--- src/rtl/aap_fetch_pkg.sv ---
// Shared encodings for the AAP fetch unit: FSM states and halfword layout constants.
package aap_fetch_pkg;

    typedef enum logic [1:0] {
        S_FIRST  = 2'd0,
        S_SECOND = 2'd1,
        S_HOLD   = 2'd2
    } state_t;

    localparam int          INSTR32_BIT = 15;
    localparam int          HALF_W      = 16;
    localparam logic [15:0] PAD16       = 16'h0000;

endpackage

--- src/rtl/instr_fetch_unit.sv ---
// AAP fetch: one halfword request in flight, assembles 16/32-bit words for decode; optional INSTR_FETCH_COUNT_EN counter.
// Latency 2 cycles (16-bit) / 4 cycles (32-bit) from first mem_req; holds the word until decode_ready, redirect wins.
module instr_fetch_unit
    import aap_fetch_pkg::*;
#(
    parameter int                ADDR_W   = 24,
    parameter logic [ADDR_W-1:0] RESET_PC = '0
) (
    input  logic              clock,
    input  logic              reset,
    output logic              mem_req,
    output logic [ADDR_W-1:0] mem_addr,
    input  logic [15:0]       mem_rdata,
    input  logic              mem_rvalid,
    output logic [31:0]       fetchoutput,
    output logic              fetch_valid,
    output logic [ADDR_W-1:0] fetch_pc,
    output logic              fetch_is32,
    input  logic              decode_ready,
    input  logic              branch_valid,
`ifdef INSTR_FETCH_COUNT_EN
    output logic [31:0]       fetch_count,
`endif
    input  logic [ADDR_W-1:0] branch_target
);

    state_t              state, state_nxt;
    logic [ADDR_W-1:0]   pc, pc_nxt, ipc, ipc_nxt, addr_nxt, fpc_nxt;
    logic [HALF_W-1:0]   hi, hi_nxt;
    logic [31:0]         out_nxt;
    logic                outstanding, outstanding_nxt, drop, drop_nxt;
    logic                req_nxt, valid_nxt, is32_nxt, accept;
    logic [ADDR_W-1:0]   pc_inc;

    assign accept = mem_rvalid && outstanding;
    assign pc_inc = pc + ADDR_W'(1);

    always_comb begin
        state_nxt       = state;
        pc_nxt          = pc;
        ipc_nxt         = ipc;
        hi_nxt          = hi;
        outstanding_nxt = outstanding;
        drop_nxt        = drop;
        req_nxt         = 1'b0;
        addr_nxt        = mem_addr;
        out_nxt         = fetchoutput;
        valid_nxt       = fetch_valid;
        fpc_nxt         = fetch_pc;
        is32_nxt        = fetch_is32;

        if (branch_valid) begin
            pc_nxt    = branch_target;
            state_nxt = S_FIRST;
            valid_nxt = 1'b0;
            if (accept) begin
                outstanding_nxt = 1'b0;
                drop_nxt        = 1'b0;
            end else if (outstanding) begin
                drop_nxt = 1'b1;
            end
        end else begin
            if (accept) begin
                outstanding_nxt = 1'b0;
                if (drop) begin
                    drop_nxt = 1'b0;
                end else if (state == S_FIRST) begin
                    pc_nxt = pc_inc;
                    if (!mem_rdata[INSTR32_BIT]) begin
                        out_nxt   = {mem_rdata, PAD16};
                        is32_nxt  = 1'b0;
                        fpc_nxt   = pc;
                        valid_nxt = 1'b1;
                        state_nxt = S_HOLD;
                    end else begin
                        // Chain the second-halfword request on the same edge to keep 32-bit latency at 4.
                        hi_nxt          = mem_rdata;
                        ipc_nxt         = pc;
                        state_nxt       = S_SECOND;
                        req_nxt         = 1'b1;
                        addr_nxt        = pc_inc;
                        outstanding_nxt = 1'b1;
                    end
                end else if (state == S_SECOND) begin
                    out_nxt   = {hi, mem_rdata};
                    is32_nxt  = 1'b1;
                    fpc_nxt   = ipc;
                    pc_nxt    = pc_inc;
                    valid_nxt = 1'b1;
                    state_nxt = S_HOLD;
                end
            end else if (!outstanding && state != S_HOLD) begin
                req_nxt         = 1'b1;
                addr_nxt        = pc;
                outstanding_nxt = 1'b1;
            end
            if (state == S_HOLD && decode_ready) begin
                valid_nxt = 1'b0;
                state_nxt = S_FIRST;
            end
        end
    end

    always_ff @(posedge clock) begin
        if (reset) begin
            state       <= S_FIRST;
            pc          <= RESET_PC;
            ipc         <= '0;
            hi          <= '0;
            outstanding <= 1'b0;
            drop        <= 1'b0;
            mem_req     <= 1'b0;
            mem_addr    <= RESET_PC;
            fetchoutput <= '0;
            fetch_valid <= 1'b0;
            fetch_pc    <= '0;
            fetch_is32  <= 1'b0;
        end else begin
            state       <= state_nxt;
            pc          <= pc_nxt;
            ipc         <= ipc_nxt;
            hi          <= hi_nxt;
            outstanding <= outstanding_nxt;
            drop        <= drop_nxt;
            mem_req     <= req_nxt;
            mem_addr    <= addr_nxt;
            fetchoutput <= out_nxt;
            fetch_valid <= valid_nxt;
            fetch_pc    <= fpc_nxt;
            fetch_is32  <= is32_nxt;
        end
    end

`ifdef INSTR_FETCH_COUNT_EN
    always_ff @(posedge clock) begin
        if (reset) begin
            fetch_count <= '0;
        end else if (fetch_valid && decode_ready && !branch_valid) begin
            fetch_count <= fetch_count + 32'd1;
        end
    end
`endif

endmodule
--- config.mk ---
export PLATFORM = sky130hd
export DESIGN_NAME = instr_fetch_unit
export DESIGN_NICKNAME = d
export VERILOG_FILES = /design/src/rtl/aap_fetch_pkg.sv /design/src/rtl/instr_fetch_unit.sv
export SDC_FILE = /design/constraint.sdc
export NUM_CORES = 1
export LEC_CHECK = 0
export CORE_MARGIN = 4
export CORE_UTILIZATION = 40
export CTS_CLUSTER_DIAMETER = 100
export CTS_CLUSTER_SIZE = 24
export DETAILED_ROUTE_END_ITERATION = 10
export HOLD_SLACK_MARGIN = 0.1
export PLACE_DENSITY = 0.61
export SYNTH_ARGS = -nofsm -noshare
export SYNTH_HDL_FRONTEND = slang
export SYNTH_SLANG_ARGS = --single-unit
--- constraint.sdc ---
create_clock -name clock -period 2.3 [get_ports clock]
set_input_delay 0.23 -clock clock [delete_from_list [all_inputs] [get_ports clock]]
set_output_delay 0.23 -clock clock [all_outputs]
set_load 0.05 [all_outputs]
==> impl_results.md <==
* Via count at 6,498
* Number of global-route vias before repair at 6,090
* Slew Viols, Final at 0
* Final Non-Filler Cells at 1,171
* Met2 Routed Length at 9696 um
* Internal cell power at 4463 uW
* Crit path largest cell delay at 0.61 ns
* Commonest non-fill, non-tap cell in the layout: dfxtp_1
* Setup violators final at 0
* CP max FO at 14
* Worst path required time at 2.63 ns
* Max frequency at 0.4663 GHz
* Status: completed
* Clock share of power at 41.9%
* Cts hold-fix bufs at 0
* DRT met1 WL at 8830 um
* Cell family with most CP delay: simple AND/OR/NAND/NOR gates
* Initial antenna violation count at 0
* Largest net degree at the start of global routing at 75
* Hpwl dp at 13,660 um
* Drt drc at 0
* Post-synthesis sequential area ratio at 45.99%
* Wirelength, routed at 19,820 um
* Hold WC Path Type: in2reg
* Synth Instances at 825
* Kind of critical path: reg2reg
* CTS tree: built
* FP Rows at 46
* Number of synthesized flops with an enable pin at 0
* Routed len/inst at 16.92 um
* Nets at 988
* CORE AREA at 0.01600 mm2
* Switch share at 28.60%
* Share of layout cells above drive strength 1 at 10.26%
* Highest routed layer: met4
* Post-CTS Repair Setup Buffers at 0
* First-pass GRT wire length at 31,840 um
* Post-cts repair resize count at 0
* Slew margin rel. at 62.57%
* Die Ht at 136.2 um
* Drt first pass iters at 5
* Synthesized area at 0.006573 mm2
* Vias/cell at 5.549
* Worst skew pair latency at 0.43 ns
* Total track usage at 21.51%
* Slowest CP cell: or3_1
* Die footprint at 0.01855 mm2
* CTS max path bufs at 2
* Post-synth ARST share at 0%
* Final hold violations at 0
* Final antenna-violating net count at 0
* Placed cell area at 0.008299 mm2
* Area delta synth->final at 34.68%
* Warnings from Yosys at 0
* Avg Cell Area, Syn at 7.967 um2
* Number of clock sinks seen by CTS at 151
* Gpl congestion at 0.8485
* DRT iter0 DRCs at 576
* CP arrival at 2.48 ns
* Clock skew at 0.008181 ns
* Cells after DPL at 1,139
* Clk slew on worst S/H paths at 0.06 ns
* I/O Pins at 128
* Least-Margin Pin Slew at 0.5596 ns
* Post-route cell area at 0.008852 mm2
* Cell Pwr Density at 706.1 mW/mm2
* H-tree level count at 4
* Period utilization at 93.23%
* Die extent in x at 136.2 um
* Leak Pwr at 0.002901 uW
* TritonCTS Buffers at 17
* Sequential share of power at 44.7%
* Crit-path cells: nand3_1 -> or3_1 -> or4_1 -> a311oi_1
* Unrepaired setup endpoints after global routing: false
* Most used flip-flop cell after synthesis: dfxtp_1
* IO Port Bufs at 127
* Gate power share at 13.4%
* Worst vdd ir at 0.5314 mV
* Post-Syn Nets at 871
* Worst path buffer plus inverter count at 0
* CTS Root Cell: clkbuf_16
* MaxCap Viol Count at 0
* # fillers at 1,547
* Post-synth cell types at 46
* Diodes inserted at 0
* Most frequent cells in the layout: dfxtp_1 (151), nand2_1 (138), clkdlybuf4s50_1 (126)
* Worst setup SP type: flip-flop
* Grt ovf at 0
* Sw Pwr at 1788 uW
* Initial Util at 41.08%
* Met3 Wirelength at 945 um
* CP endpoint kind: flip-flop
* Count of state elements after synthesis at 151
* Post-route minimum period at 2.144 ns
-- metrics by stage --
stage / hold WS (ns) / utilization [%] / worst slack, ns / setup TNS, ns / total power, uW
2_1_floorplan: 0.3660 / - / 0.2023 / 0 / 3341
3_3_place_gp: 0.4377 / 51.87 / -0.06570 / -0.2922 / 3676
3_5_place_dp: 0.4434 / 51.87 / -0.1245 / -0.7638 / 3690
4_1_cts: 0.1998 / 55.33 / 0.1689 / 0 / 6289
5_1_grt: 0.2284 / 55.33 / 0.06336 / 0 / 6470
6_report: 0.2129 / 55.33 / 0.1556 / 0 / 6251
-- logic make-up after synthesis --
logic type	synth area share, %
and+or+nand+nor	22.69
AOI/OAI and AO/OA	22.54
DFF	45.99
buffers and inverters	6.054
xor gates and xnor gates	2.532
adders and majority gates	0.1903
-- flip-flops by register name, summed over array words and instances, names as in the netlist --
| name | count |
|---|---|
| fetch_valid | 1 |
| mem_addr | 24 |
| fetch_is32 | 1 |
| state | 2 |
| hi | 16 |
| pc | 24 |
| ipc | 24 |
| mem_req | 1 |
| drop | 1 |
| outstanding | 1 |
| fetchoutput | 32 |
| fetch_pc | 24 |
-- layer usage --
layer	track usage [%]	vias to the layer above
li1	-	3173
met1	28.81	3102
met2	35.03	197
met3	3.849	26
met4	7.391	0
met5	0	-
-- synthesized netlist by cell type, drive strengths merged, types with 2 or more instances --
library cell | number | area share (%)
inv | 10 | 0.57
o21ai | 57 | 4.3
nand2 | 138 | 7.9
xor2 | 2 | 0.27
nor3 | 13 | 0.99
a211oi | 14 | 1.6
a311oi | 63 | 8.4
o31ai | 9 | 1.0
or3 | 20 | 1.9
or2 | 2 | 0.19
nand4bb | 2 | 0.34
a22oi | 17 | 1.9
dfxtp | 151 | 46
nand3 | 12 | 0.91
xnor2 | 17 | 2.3
nand4 | 8 | 0.86
and3 | 2 | 0.19
nor2b | 2 | 0.19
clkbuf | 69 | 4.0
buf | 18 | 1.5
nor4 | 11 | 1.0
or4 | 8 | 0.91
and4 | 3 | 0.40
a21oi | 50 | 3.8
nor2 | 110 | 6.3
a31oi | 2 | 0.19
-- power by group through the flow --
stage	combinational (uW)	sequential (uW)	clock, uW
final	837	2790	2620
after global placement	827	2850	0
after global routing	900	2810	2760
after CTS	841	2790	2650
after detailed placement	838	2850	0
after floorplan	332	3010	0
-- final cells by class --
cell class	instances	area, um2	share of cell area (%)
multi-input cells	577	3177	35.89
clock inverters	14	113.9	1.286
inverters	10	37.54	0.4240
clock buffers	18	439.2	4.961
well taps	216	270.3	3.053
repair buffers	185	1792	20.24
flip-flops and latches	151	3023	34.15
-- final timing paths --
| check | startpoint | end | slack [ns] | cells after the start |
|---|---|---|---|---|
| setup / recovery | pc[7] | pc[21] | 0.16 | 4 |
| hold / removal | reset | ipc[12] | 0.21 | 2 |
| setup reg to reg | pc[7] | pc[21] | 0.16 | 4 |
| hold reg to reg | ipc[22] | ipc[22] | 0.45 | 2 |
Power figures use the tool's default switching activity.
